**config.mk**
```make
export PLATFORM = sky130hd
export DESIGN_NAME = piso_shift_transmitter
export DESIGN_NICKNAME = d
export VERILOG_FILES = /design/src/rtl/shift_pkg.sv /design/src/rtl/piso_shift_transmitter_bit_counter.sv /design/src/rtl/piso_shift_transmitter.sv
export SDC_FILE = /design/constraint.sdc
export NUM_CORES = 1
export LEC_CHECK = 0
export CAP_MARGIN = 20
export CORE_MARGIN = 8
export CORE_UTILIZATION = 40
export CTS_BUF_LIST = sky130_fd_sc_hd__clkbuf_4
export DETAILED_ROUTE_END_ITERATION = 16
export PLACE_DENSITY = 0.66
export REMOVE_ABC_BUFFERS = 1
export SLEW_MARGIN = 15
export SYNTH_ARGS = -nofsm -noshare
export SYNTH_HDL_FRONTEND = slang
export SYNTH_SLANG_ARGS = --single-unit
```
**constraint.sdc**
```tcl
create_clock -name cl -period 2.5 [get_ports cl]
set_clock_uncertainty 0.2 [all_clocks]
set_input_delay 0.5 -clock cl [delete_from_list [all_inputs] [get_ports cl]]
set_output_delay 0.5 -clock cl [all_outputs]
set_load 0.1 [all_outputs]
```
**src/rtl/shift_pkg.sv**
```systemverilog
//------------------------------------------------------------------------------
// shift_pkg : shared types for the PISO transmitter. Rev 1.0
//------------------------------------------------------------------------------
`default_nettype none

package shift_pkg;

    // PARITY is always encoded so both build flavours share one state type.
    typedef enum logic [1:0] {
        IDLE   = 2'd0,
        SHIFT  = 2'd1,
        PARITY = 2'd2
    } piso_state_t;

    localparam int SHIFT_WIDTH_DEFAULT = 8;

    function automatic logic even_parity(input logic [SHIFT_WIDTH_DEFAULT-1:0] word);
        return ^word;
    endfunction

endpackage

`default_nettype wire

```
**src/rtl/piso_shift_transmitter_bit_counter.sv**
```systemverilog
//------------------------------------------------------------------------------
// bit_counter : word-position counter, wraps to 0 after WIDTH-1. Rev 1.0
//------------------------------------------------------------------------------
`default_nettype none

module bit_counter #(
    parameter int WIDTH = 8,
    parameter int CNT_W = $clog2(WIDTH)
) (
    input  logic cl,
    input  logic r,
    input  logic clr_i,
    input  logic en_i,
    output logic last_o
);

    logic [CNT_W-1:0] cnt_q;
    logic [CNT_W-1:0] cnt_d;

    assign last_o = (cnt_q == CNT_W'(WIDTH - 1));

    always_comb begin
        cnt_d = cnt_q;
        if (clr_i) begin
            cnt_d = '0;
        end else if (en_i) begin
            cnt_d = last_o ? '0 : cnt_q + CNT_W'(1);
        end
    end

    always_ff @(posedge cl) begin
        if (r) begin
            cnt_q <= '0;
        end else begin
            cnt_q <= cnt_d;
        end
    end

endmodule

`default_nettype wire

```
**src/rtl/piso_shift_transmitter.sv**
```systemverilog
//------------------------------------------------------------------------------
// piso_shift_transmitter : valid/ready loaded, LSB-first serialiser.
// Optional trailing even-parity bit via macro PISO_PARITY_EN. Rev 1.0
//------------------------------------------------------------------------------
`default_nettype none

module piso_shift_transmitter
    import shift_pkg::*;
#(
    parameter int WIDTH = SHIFT_WIDTH_DEFAULT
) (
    input  logic             cl,
    input  logic             r,
    input  logic             load_valid,
    input  logic [WIDTH-1:0] parin,
    output logic             load_ready,
    output logic             sout,
    output logic             sout_valid,
    output logic             busy,
    output logic             done
);

    piso_state_t      state_q;
    piso_state_t      state_d;
    logic [WIDTH-1:0] shreg_q;
    logic [WIDTH-1:0] shreg_d;
    logic             w_last;
    logic             w_xfer;

    bit_counter #(
        .WIDTH (WIDTH)
    ) u_bit_counter (
        .cl     (cl),
        .r      (r),
        .clr_i  (w_xfer),
        .en_i   (state_q == SHIFT),
        .last_o (w_last)
    );

    assign w_xfer = load_valid && load_ready;

`ifdef PISO_PARITY_EN
    logic parity_q;

    always_ff @(posedge cl) begin
        if (r) begin
            parity_q <= 1'b0;
        end else if (w_xfer) begin
            parity_q <= ^parin;
        end
    end

    assign load_ready = (state_q == IDLE) || (state_q == PARITY);
    assign done       = (state_q == PARITY);
    assign sout       = (state_q == SHIFT)  ? shreg_q[0] :
                        (state_q == PARITY) ? parity_q   : 1'b0;
`else
    assign load_ready = (state_q == IDLE) || ((state_q == SHIFT) && w_last);
    assign done       = (state_q == SHIFT) && w_last;
    assign sout       = (state_q == SHIFT) ? shreg_q[0] : 1'b0;
`endif

    assign sout_valid = (state_q != IDLE);
    assign busy       = (state_q != IDLE);

    always_comb begin
        state_d = state_q;
        shreg_d = shreg_q;
        case (state_q)
            IDLE: begin
                if (w_xfer) begin
                    state_d = SHIFT;
                    shreg_d = parin;
                end
            end
            SHIFT: begin
                shreg_d = shreg_q >> 1;
                if (w_last) begin
`ifdef PISO_PARITY_EN
                    state_d = PARITY;
`else
                    // A load on the final bit chains the next word with no gap.
                    if (w_xfer) begin
                        shreg_d = parin;
                    end else begin
                        state_d = IDLE;
                    end
`endif
                end
            end
            PARITY: begin
`ifdef PISO_PARITY_EN
                if (w_xfer) begin
                    state_d = SHIFT;
                    shreg_d = parin;
                end else begin
                    state_d = IDLE;
                end
`else
                state_d = IDLE;
`endif
            end
            default: begin
                state_d = IDLE;
            end
        endcase
    end

    always_ff @(posedge cl) begin
        if (r) begin
            state_q <= IDLE;
            shreg_q <= '0;
        end else begin
            state_q <= state_d;
            shreg_q <= shreg_d;
        end
    end

endmodule

`default_nettype wire

```
==> results.ini, run 1 <==
[power]
leakagePower_nw=0.3588
max-vdd-ir-drop_mv=0.3735
power_density_mw_per_mm2=525.1
power_mw=0.4560

[die]
ios=16
fp.coreArea_mm2=0.001524
dieWidth_um=56.72
start_util=0.4351
design.die.area_mm2=0.003217
die_h_um=56.72
num_rows=14

[critical_path]
crit_type=register to output pin
critPathMaxFanout=6
r2r_slack_ns=0.74
required_ns=1.80
r2r_start=state_q[0]
crit_start=u_bit_counter.cnt_q[0]
worstPathArrival_ns=1.52
crit_path_start_kind=register
endpoint_kind=output pin

[global_routing]
grt_max_degree=13
antenna_found_initial=0
grt_pass1_wl_um=2477
grt_usage=0.09120
overflow=0
grt_pass1_vias=580

[finish]
drive_above_1_share=0.2771
fin_nets=98
layout_common_cells=12 x nor2_1, 12 x dfxtp_1, 10 x clkdlybuf4s50_1
final_util=0.5698
nFillCells=138
areaGrowthSynthToFinish_pct=30.94
diodes=0

[detailed_routing]
avgRoutedWirePerCell_um=14.31
firstDrtPassIters=4
ant_nets=0
routed_wl_um=1417
drtIter0Drc=7
vias_per_cell=5.354
vias=530
drcViolationCount=0

[timing]
post-route-min-period_ns=2.217
period_share=0.8868
rsz0062_at_grt=no
hold_viol=0
max_slew_margin=0.6404
tightest_slew_ns=0.5386
slew_violations=0
setup_ws_ns=0.2831
max_freq_mhz=451.1
setup_violations=0
fin_setup_tns_ns=0
hold-worst-slack_ns=0.3105

[cts]
post-cts-setup-buffer-count=0
htreeDepth=1
ctsResizeCount=0
clk_latency_ns=0.27
cts.sinks=12
cts_hold_buf=0
path_clk_slew_ns=0.07
clockBufferDepth=2
cts_tree=yes
ctsRootBufferMaster=clkbuf_4
cts_buffers=3

[job]
cap_violations=0

[hold_path]
hold_path.class=register to register
hold_start=shreg_q[5]

[synthesis]
synth.avg_cell_area_um2=9.611
yosys_warnings=0
synth.cell_area_um2=663.1
ys_seq_area_frac=0.3623
synth-seq-cells=12
synth_cell_type_count=25
synthCells=69

[run_status]
status=finished clean

[placement]
port_buffers=15
dp_hpwl_um=1039
dp_slack_ns=0.2733
place.gp.congestion=0.7068

[worst paths after layout]
| path | depth (start not counted) | to |
|---|---|---|
| max | 4 | load_ready |
| min | 2 | shreg_q[4] |
| max reg2reg | 4 | shreg_q[0] |
| min reg2reg | 2 | shreg_q[4] |
[where the power goes]
group | internal, mW | leakage (nW) | total (mW) | switching (mW)
registers | 0.204 | 0.0991 | 0.216 | 0.0116
logic | 0.0606 | 0.246 | 0.124 | 0.0638
clock network | 0.0556 | 0.0138 | 0.116 | 0.0599
total | 0.321 | 0.359 | 0.456 | 0.135
[cell type report]
type                            instances  area [µm²]  share of cell area
Clock buffer                            3       22.52             0.02594
Tap cell                               16       20.02             0.02305
Sequential cell                        12       240.2              0.2767
Multi-Input combinational cell         50       366.6              0.4222
Inverter                                1       3.754            0.004323
Timing Repair Buffer                   17       215.2              0.2478
[registers in the layout, summed over array words and instances, names as in the netlist]
register             flops
state_q                  1
shreg_q                  8
u_bit_counter.cnt_q      3
[synthesized netlist by cell type]
library cell  count  area share
dfxtp_1          12        0.36
nor2_1           12       0.068
mux2_2            5       0.085
nor3_1            5       0.038
o22ai_1           5       0.047
nor3b_1           3       0.034
a21oi_1           2       0.015
a31oi_1           2       0.019
and2_1            2       0.019
buf_2             2       0.015
ha_1              2       0.038
mux2_4            2       0.045
nor3_2            2       0.030
o22ai_2           2       0.038
a21bo_4           1       0.025
buf_12            1       0.030
buf_4             1       0.011
buf_6             1       0.017
clkbuf_1          1      0.0057
inv_1             1      0.0057
mux2i_1           1       0.015
nand2_2           1      0.0094
nand2b_1          1      0.0094
nand3_1           1      0.0075
o21a_1            1       0.011
[per-layer routing]
layer | up-vias | part of all wire | track usage
met5 | - | 0 | 0
met4 | 0 | 0.019 | 0.04124
met3 | 2 | 0.032 | 0.02247
met2 | 11 | 0.48 | 0.1599
met1 | 244 | 0.47 | 0.09936
li1 | 273 | - | -
[cell families after synthesis]
group           synth area share
simple gates              0.2151
compound gates            0.1547
flops                     0.3623
mux                       0.1453
buf+inv                  0.08490
fa+ha+maj                0.03773
[critical path: stages, from the launching register on]
cell,delay [ns]
dfxtp_1,0.33
ha_1,0.20
ha_1,0.26
nand2b_1,0.24
buf_12,0.22
[per-stage QoR]
stage          area [µm²]  std cells
2_1_floorplan       610.6         63
3_3_place_gp        845.8         96
3_5_place_dp        845.8         96
4_1_cts             868.3         99
5_1_grt             868.3         99
6_report            868.3         99
Note: power is estimated with default switching activity, not from simulation.
==> inputs of run 2 (changes only) <==
Settings changed: PLACE_DENSITY 0.66 to 0.65, SYNTH_HIERARCHICAL from default to 1.
==> results.ini, run 2 <==
[detailed_routing]
drtIter0Drc=13  ; +6
wl_met1_um=631  ; -4.4%
drcViolationCount=0  ; unchanged
routed.top_layer=met4
vias=561  ; +5.8%
routed_wl_um=1445  ; +2.0%
vias_per_cell=5.292  ; -1.1%
avgRoutedWirePerCell_um=13.63  ; -4.8%
dr_wl_met3_um=76  ; +69%
ant_nets=0  ; unchanged
firstDrtPassIters=4  ; unchanged
route.met2.wl_um=729  ; +6.4%

[timing]
max_freq_mhz=439.9  ; -2.5%
hold-worst-slack_ns=0.3361  ; +0.02553 ns
max_slew_margin=0.5961  ; -0.04431
slew_violations=0  ; unchanged
fin_setup_tns_ns=0  ; unchanged
tightest_slew_ns=0.6039  ; +0.06531 ns
hold_viol=0  ; unchanged
post-route-min-period_ns=2.273  ; +0.05623 ns
setup_violations=0  ; unchanged
rsz0062_at_grt=no
period_share=0.9092  ; +0.02249

[synthesis]
synthArstFlopShare=0  ; unchanged
ys_seq_area_frac=0.3562  ; -0.006049
yosys_warnings=6  ; +6
yosysMostFrequentCell=dfxtp_1
synth.cell_area_um2=674.4  ; +1.7%
synth.avg_cell_area_um2=9.367  ; -2.5%
synth_edf_count=0  ; unchanged
yosys-top-cells-area=dfxtp_1 36%, nor4_2 9.3%, nor2_1 6.1%, a211oi_1 5.6%, a211oi_2 5.6%
synth_cell_type_count=24  ; -4.0%
synth-main-ff-cell=dfxtp_1
synthCells=72  ; +4.3%
synth-seq-cells=12  ; unchanged
synth.largest_area_cell=dfxtp_1
yosysTopAreaCellShare=0.3562  ; -0.006049
synth_common_cells=12 x dfxtp_1, 11 x nor2_1, 5 x a211oi_1, 5 x nor2b_1, 5 x nor4_2

[global_routing]
grt_usage=0.09901  ; +0.007818
grt_max_degree=20  ; +7
grt_pass1_vias=607  ; +4.7%
grt_pass1_wl_um=2663  ; +7.5%
antenna_found_initial=0  ; unchanged
overflow=0  ; unchanged

[finish]
multi_input_area_um2=399.1  ; +8.9%
final_common_cell=dfxtp_1
areaGrowthSynthToFinish_pct=35.44
drive_above_1_share=0.2472  ; -0.02992
regMostFlops=shreg_q
layout_common_cells=12 x dfxtp_1, 11 x nor2_1, 10 x clkdlybuf4s50_1
top_regs=shreg_q (8), u_bit_counter/cnt_q (3), state_q (1)
nFillCells=170  ; +23%
fin_nets=103  ; +5.1%
register_area_um2=240.2  ; unchanged
final_util=0.5530  ; -0.01676
diodes=0  ; unchanged
largest_reg_flops=8  ; unchanged

[critical_path]
r2r_slack_ns=0.71  ; -0.03 ns
r2r.worst_path.cells=5  ; +1
required_ns=1.80  ; about the same
critPathMaxStageDelay_ns=0.37  ; +0.04 ns
worstPathCellList=ha_1 > ha_1 > nand2b_1 > buf_12
r2r_start=u_bit_counter/cnt_q[0]
crit_slowest_cell=dfxtp_1
crit_top_cell=ha_1
critPathMaxFanout=6  ; unchanged
crit_start=u_bit_counter/cnt_q[0]
r2r_end=u_bit_counter/cnt_q[0]
crit_path_start_kind=register
worstPathArrival_ns=1.57  ; +0.05 ns
endpoint_kind=output pin
crit_type=register to output pin
endpoint=load_ready

[cts]
cts_hold_buf=0  ; unchanged
cts_tree=yes
clockBufferDepth=2  ; unchanged
path_clk_slew_ns=0.08  ; about the same
ctsResizeCount=0  ; unchanged
ctsRootBufferMaster=clkbuf_4
post-cts-setup-buffer-count=0  ; unchanged
cts_buffers=3  ; unchanged
cts.sinks=12  ; unchanged
htreeDepth=1  ; unchanged
clk_latency_ns=0.27  ; about the same

[power]
p_comb_frac=0.279  ; +0.006
swShare=0.3079  ; +0.01123
clkPwrFrac=0.261  ; +0.008
power_density_mw_per_mm2=506.7  ; -3.5%
internal_power_mw=0.3203  ; -0.13%
p_switching_mw=0.1425  ; +5.3%
power_frac_seq=0.460  ; -0.014
leakagePower_nw=0.3659  ; +2.0%
max-vdd-ir-drop_mv=0.3163  ; -15%

[run_status]
status=finished clean

[hold_path]
hold_path.class=register to register

[placement]
dp_hpwl_um=1071  ; +3.1%
place.gp.congestion=0.7197  ; +1.8%
port_buffers=15  ; unchanged

[job]
cap_violations=0  ; unchanged

[die]
fp.coreArea_mm2=0.001652  ; +8.4%
num_rows=15  ; +1
dieWidth_um=57.06  ; +0.61%
die_h_um=57.06  ; +0.61%
start_util=0.4083  ; -0.02681
design.die.area_mm2=0.003256  ; +1.2%
ios=16  ; unchanged

==> run 2: metrics by stage <==
step | power, mW | area (µm²) | setup WS [ns] | instances
after CTS | 0.4706 | 913.4 | 0.2184 | 106
final | 0.4628 | 913.4 | 0.2269 | 106
after global placement | 0.3450 | 887.1 | 0.5134 | 102
after detailed placement | 0.3468 | 887.1 | 0.5072 | 102
after global routing | 0.4909 | 913.4 | 0.1401 | 106
after floorplan | 0.2908 | 643.1 | -1.536 | 67
==> run 2: cells by family (layout without fill, tap and decap cells) <==
logic type      after synthesis  in the layout  synth area share
fa+ha+maj                     2              2           0.03710
simple gates                 36             36            0.3377
buf+inv                       6             23           0.05193
compound gates               13             13            0.1726
mux                           3              3           0.04453
flops                        12             12            0.3562
==> run 2: final cells by class <==
class                      count  area share
sequential                    12      0.2630
multi-input combinational     54      0.4370
clock inverter                 1    0.004110
inverter                       1    0.004110
clock buffer                   3     0.02466
timing repair buffer          18      0.2438
tap                           17     0.02329
==> run 2: critical path: cells and delay by family (launching register included) <==
kind / cells / cell delay (ns)
DFF: 1 / 0.37
adders and majority gates: 2 / 0.47
buffers and inverters: 1 / 0.20
and+or+nand+nor: 1 / 0.25
==> run 2: power groups by stage <==
stage	sequential, mW	combinational (mW)	clock [mW]
finish	0.213	0.129	0.121
global route	0.215	0.139	0.137
CTS	0.213	0.130	0.128
detailed placement	0.217	0.130	0
global placement	0.217	0.128	0
floorplan	0.234	0.0571	0
==> run 2: metal layers <==
layer / global-route usage / vias to the layer above
li1: - / 292
met1: 0.1076 / 258
met2: 0.1643 / 9
met3: 0.05100 / 2
met4: 0.02685 / 0
met5: 0 / -
==> run 2: worst min-delay path by stage <==
stage / startpoint / endpoint / depth (start not counted)
final: u_bit_counter/cnt_q[0] / u_bit_counter/cnt_q[0] / 2
after global routing: u_bit_counter/cnt_q[0] / u_bit_counter/cnt_q[0] / 2
after CTS: u_bit_counter/cnt_q[0] / u_bit_counter/cnt_q[0] / 2
after detailed placement: u_bit_counter/cnt_q[0] / u_bit_counter/cnt_q[0] / 2
after global placement: u_bit_counter/cnt_q[0] / u_bit_counter/cnt_q[0] / 2
after floorplan: u_bit_counter/cnt_q[0] / u_bit_counter/cnt_q[0] / 2
==> inputs of run 3 (changes only) <==
Settings changed: CORE_UTILIZATION 40 to 44, PLACE_DENSITY 0.65 to 0.71.
Clock period 2.5 ns to 2.78 ns, I/O delays scaled along.
==> results.ini, run 3 (same netlist as run 2, synthesis figures left out) <==
[critical_path]
crit_top_cell=ha_1
required_ns=2.02  ; +0.22 ns
worstPathCellList=ha_1 > ha_1 > nand2b_1 > buf_12
critPathMaxStageDelay_ns=0.32  ; -0.05 ns
crit_type=register to output pin
worstPathArrival_ns=1.52  ; -0.05 ns
crit_slowest_cell=dfxtp_1
endpoint_kind=output pin
critPathMaxFanout=6  ; unchanged
crit_path_start_kind=register

[cts]
cts_hold_buf=0  ; unchanged
post-cts-setup-buffer-count=0  ; unchanged
htreeDepth=1  ; unchanged
ctsResizeCount=0  ; unchanged
clockBufferDepth=2  ; unchanged
path_clk_slew_ns=0.07  ; about the same
clk_latency_ns=0.27  ; about the same
cts_buffers=3  ; unchanged
cts.sinks=12  ; unchanged
ctsRootBufferMaster=clkbuf_4
cts_tree=yes

[power]
power_density_mw_per_mm2=464.9  ; -8.2%
power_frac_seq=0.470  ; +0.010
power_mw=0.4089  ; -12%
swShare=0.3110  ; +0.003119
max-vdd-ir-drop_mv=0.3755  ; +19%
clkPwrFrac=0.266  ; +0.005
p_comb_frac=0.264  ; -0.015
p_switching_mw=0.1272  ; -11%
leakagePower_nw=0.3530  ; -3.5%
internal_power_mw=0.2818  ; -12%

[timing]
rsz0062_at_grt=no
post-route-min-period_ns=2.281
period_share=0.8204
hold-worst-slack_ns=0.3124  ; -0.02366 ns
hold_viol=0  ; unchanged
max_slew_margin=0.6116  ; +0.01548
max_freq_mhz=438.5
setup_violations=0  ; unchanged
slew_violations=0  ; unchanged
tightest_slew_ns=0.5808  ; -0.02314 ns

[die]
dieWidth_um=55.15  ; -3.3%
num_rows=14  ; -1
ios=16  ; unchanged
die_h_um=55.15  ; -3.3%
design.die.area_mm2=0.003042  ; -6.6%
start_util=0.4583  ; +0.05000
fp.coreArea_mm2=0.001471  ; -11%

[finish]
top_regs=shreg_q (8), u_bit_counter/cnt_q (3), state_q (1)
largest_reg_flops=8  ; unchanged
final_util=0.5978  ; +0.04476
drive_above_1_share=0.2386  ; -0.008555
areaGrowthSynthToFinish_pct=30.43
final_common_cell=dfxtp_1
fin_cells=104  ; -1.9%
final_cell_area_um2=879.6  ; -3.7%
fin_nets=102  ; -0.97%
diodes=0  ; unchanged
layout_common_cells=12 x dfxtp_1, 11 x nor2_1, 10 x clkdlybuf4s50_1
regMostFlops=shreg_q

[global_routing]
grt_pass1_wl_um=2359  ; -11%
grt_pass1_vias=560  ; -7.7%
overflow=0  ; unchanged
antenna_found_initial=0  ; unchanged
met2_usage=0.1604  ; -0.003893
grt.busiest_layer=met2
grt_max_degree=20  ; unchanged
use_met1=0.1288  ; +0.02128
gr-usage-met3=0.01872  ; -0.03228
grt_usage=0.1045  ; +0.005487

[detailed_routing]
drtIter0Drc=2  ; -11
ant_nets=0  ; unchanged
vias_per_cell=5.433  ; +2.6%
firstDrtPassIters=3  ; -1
vias=565  ; +0.71%
avgRoutedWirePerCell_um=13.60  ; -0.26%
routed_wl_um=1414  ; -2.1%
drcViolationCount=0  ; unchanged

[hold_path]
hold_path.class=register to register

[run_status]
status=finished clean

[placement]
port_buffers=15  ; unchanged
dpl-instance-area_um2=853.3  ; -3.8%
dp_hpwl_um=1080  ; +0.85%
place_inst=100  ; -2.0%
place.gp.congestion=0.7499  ; +4.2%

[job]
cap_violations=0  ; unchanged

-- run 3: area by class of cell --
cell class / count / area (µm²)
Multi-Input combinational cell: 54 / 399.1
Clock buffer: 3 / 22.52
Clock inverter: 1 / 3.754
Inverter: 1 / 3.754
Sequential cell: 12 / 240.2
Tap cell: 16 / 20.02
Timing Repair Buffer: 17 / 190.2
Fill cell: 144 / 591.8
-- run 3: worst max-delay path: cells and delay by family (launching register included) --
family | cells | cell delay, ns
simple gates | 1 | 0.25
flops | 1 | 0.32
fa+ha+maj | 2 | 0.48
buf+inv | 1 | 0.21
-- run 3: final timing paths --
| check | start | end | slack [ns] | cells after the start |
|---|---|---|---|---|
| max | u_bit_counter/cnt_q[0] | load_ready | 0.50 | 4 |
| min | u_bit_counter/cnt_q[0] | u_bit_counter/cnt_q[0] | 0.31 | 2 |
| max reg2reg | u_bit_counter/cnt_q[0] | u_bit_counter/cnt_q[0] | 1.03 | 5 |
| min reg2reg | u_bit_counter/cnt_q[0] | u_bit_counter/cnt_q[0] | 0.31 | 2 |
-- run 3: power groups by stage --
stage                     Clock, mW  Sequential, mW  Combinational (mW)
after floorplan                   0           0.210              0.0514
after global placement            0           0.195               0.108
after detailed placement          0           0.196               0.109
after CTS                     0.116           0.192               0.109
after global routing          0.122           0.194               0.116
final                         0.109           0.192               0.108
-- run 3: through the flow --
step	TNS, ns	setup slack [ns]
after detailed placement	0	0.7089
after CTS	0	0.4820
after global routing	0	0.4109
after global placement	0	0.7378
final	0	0.4993
after floorplan	-7.315	-1.256
-- run 3: metal layers --
metal,vias up,wire [µm]
li1,293,-
met1,255,656
met2,13,660
met3,4,59
met4,0,38
met5,-,0
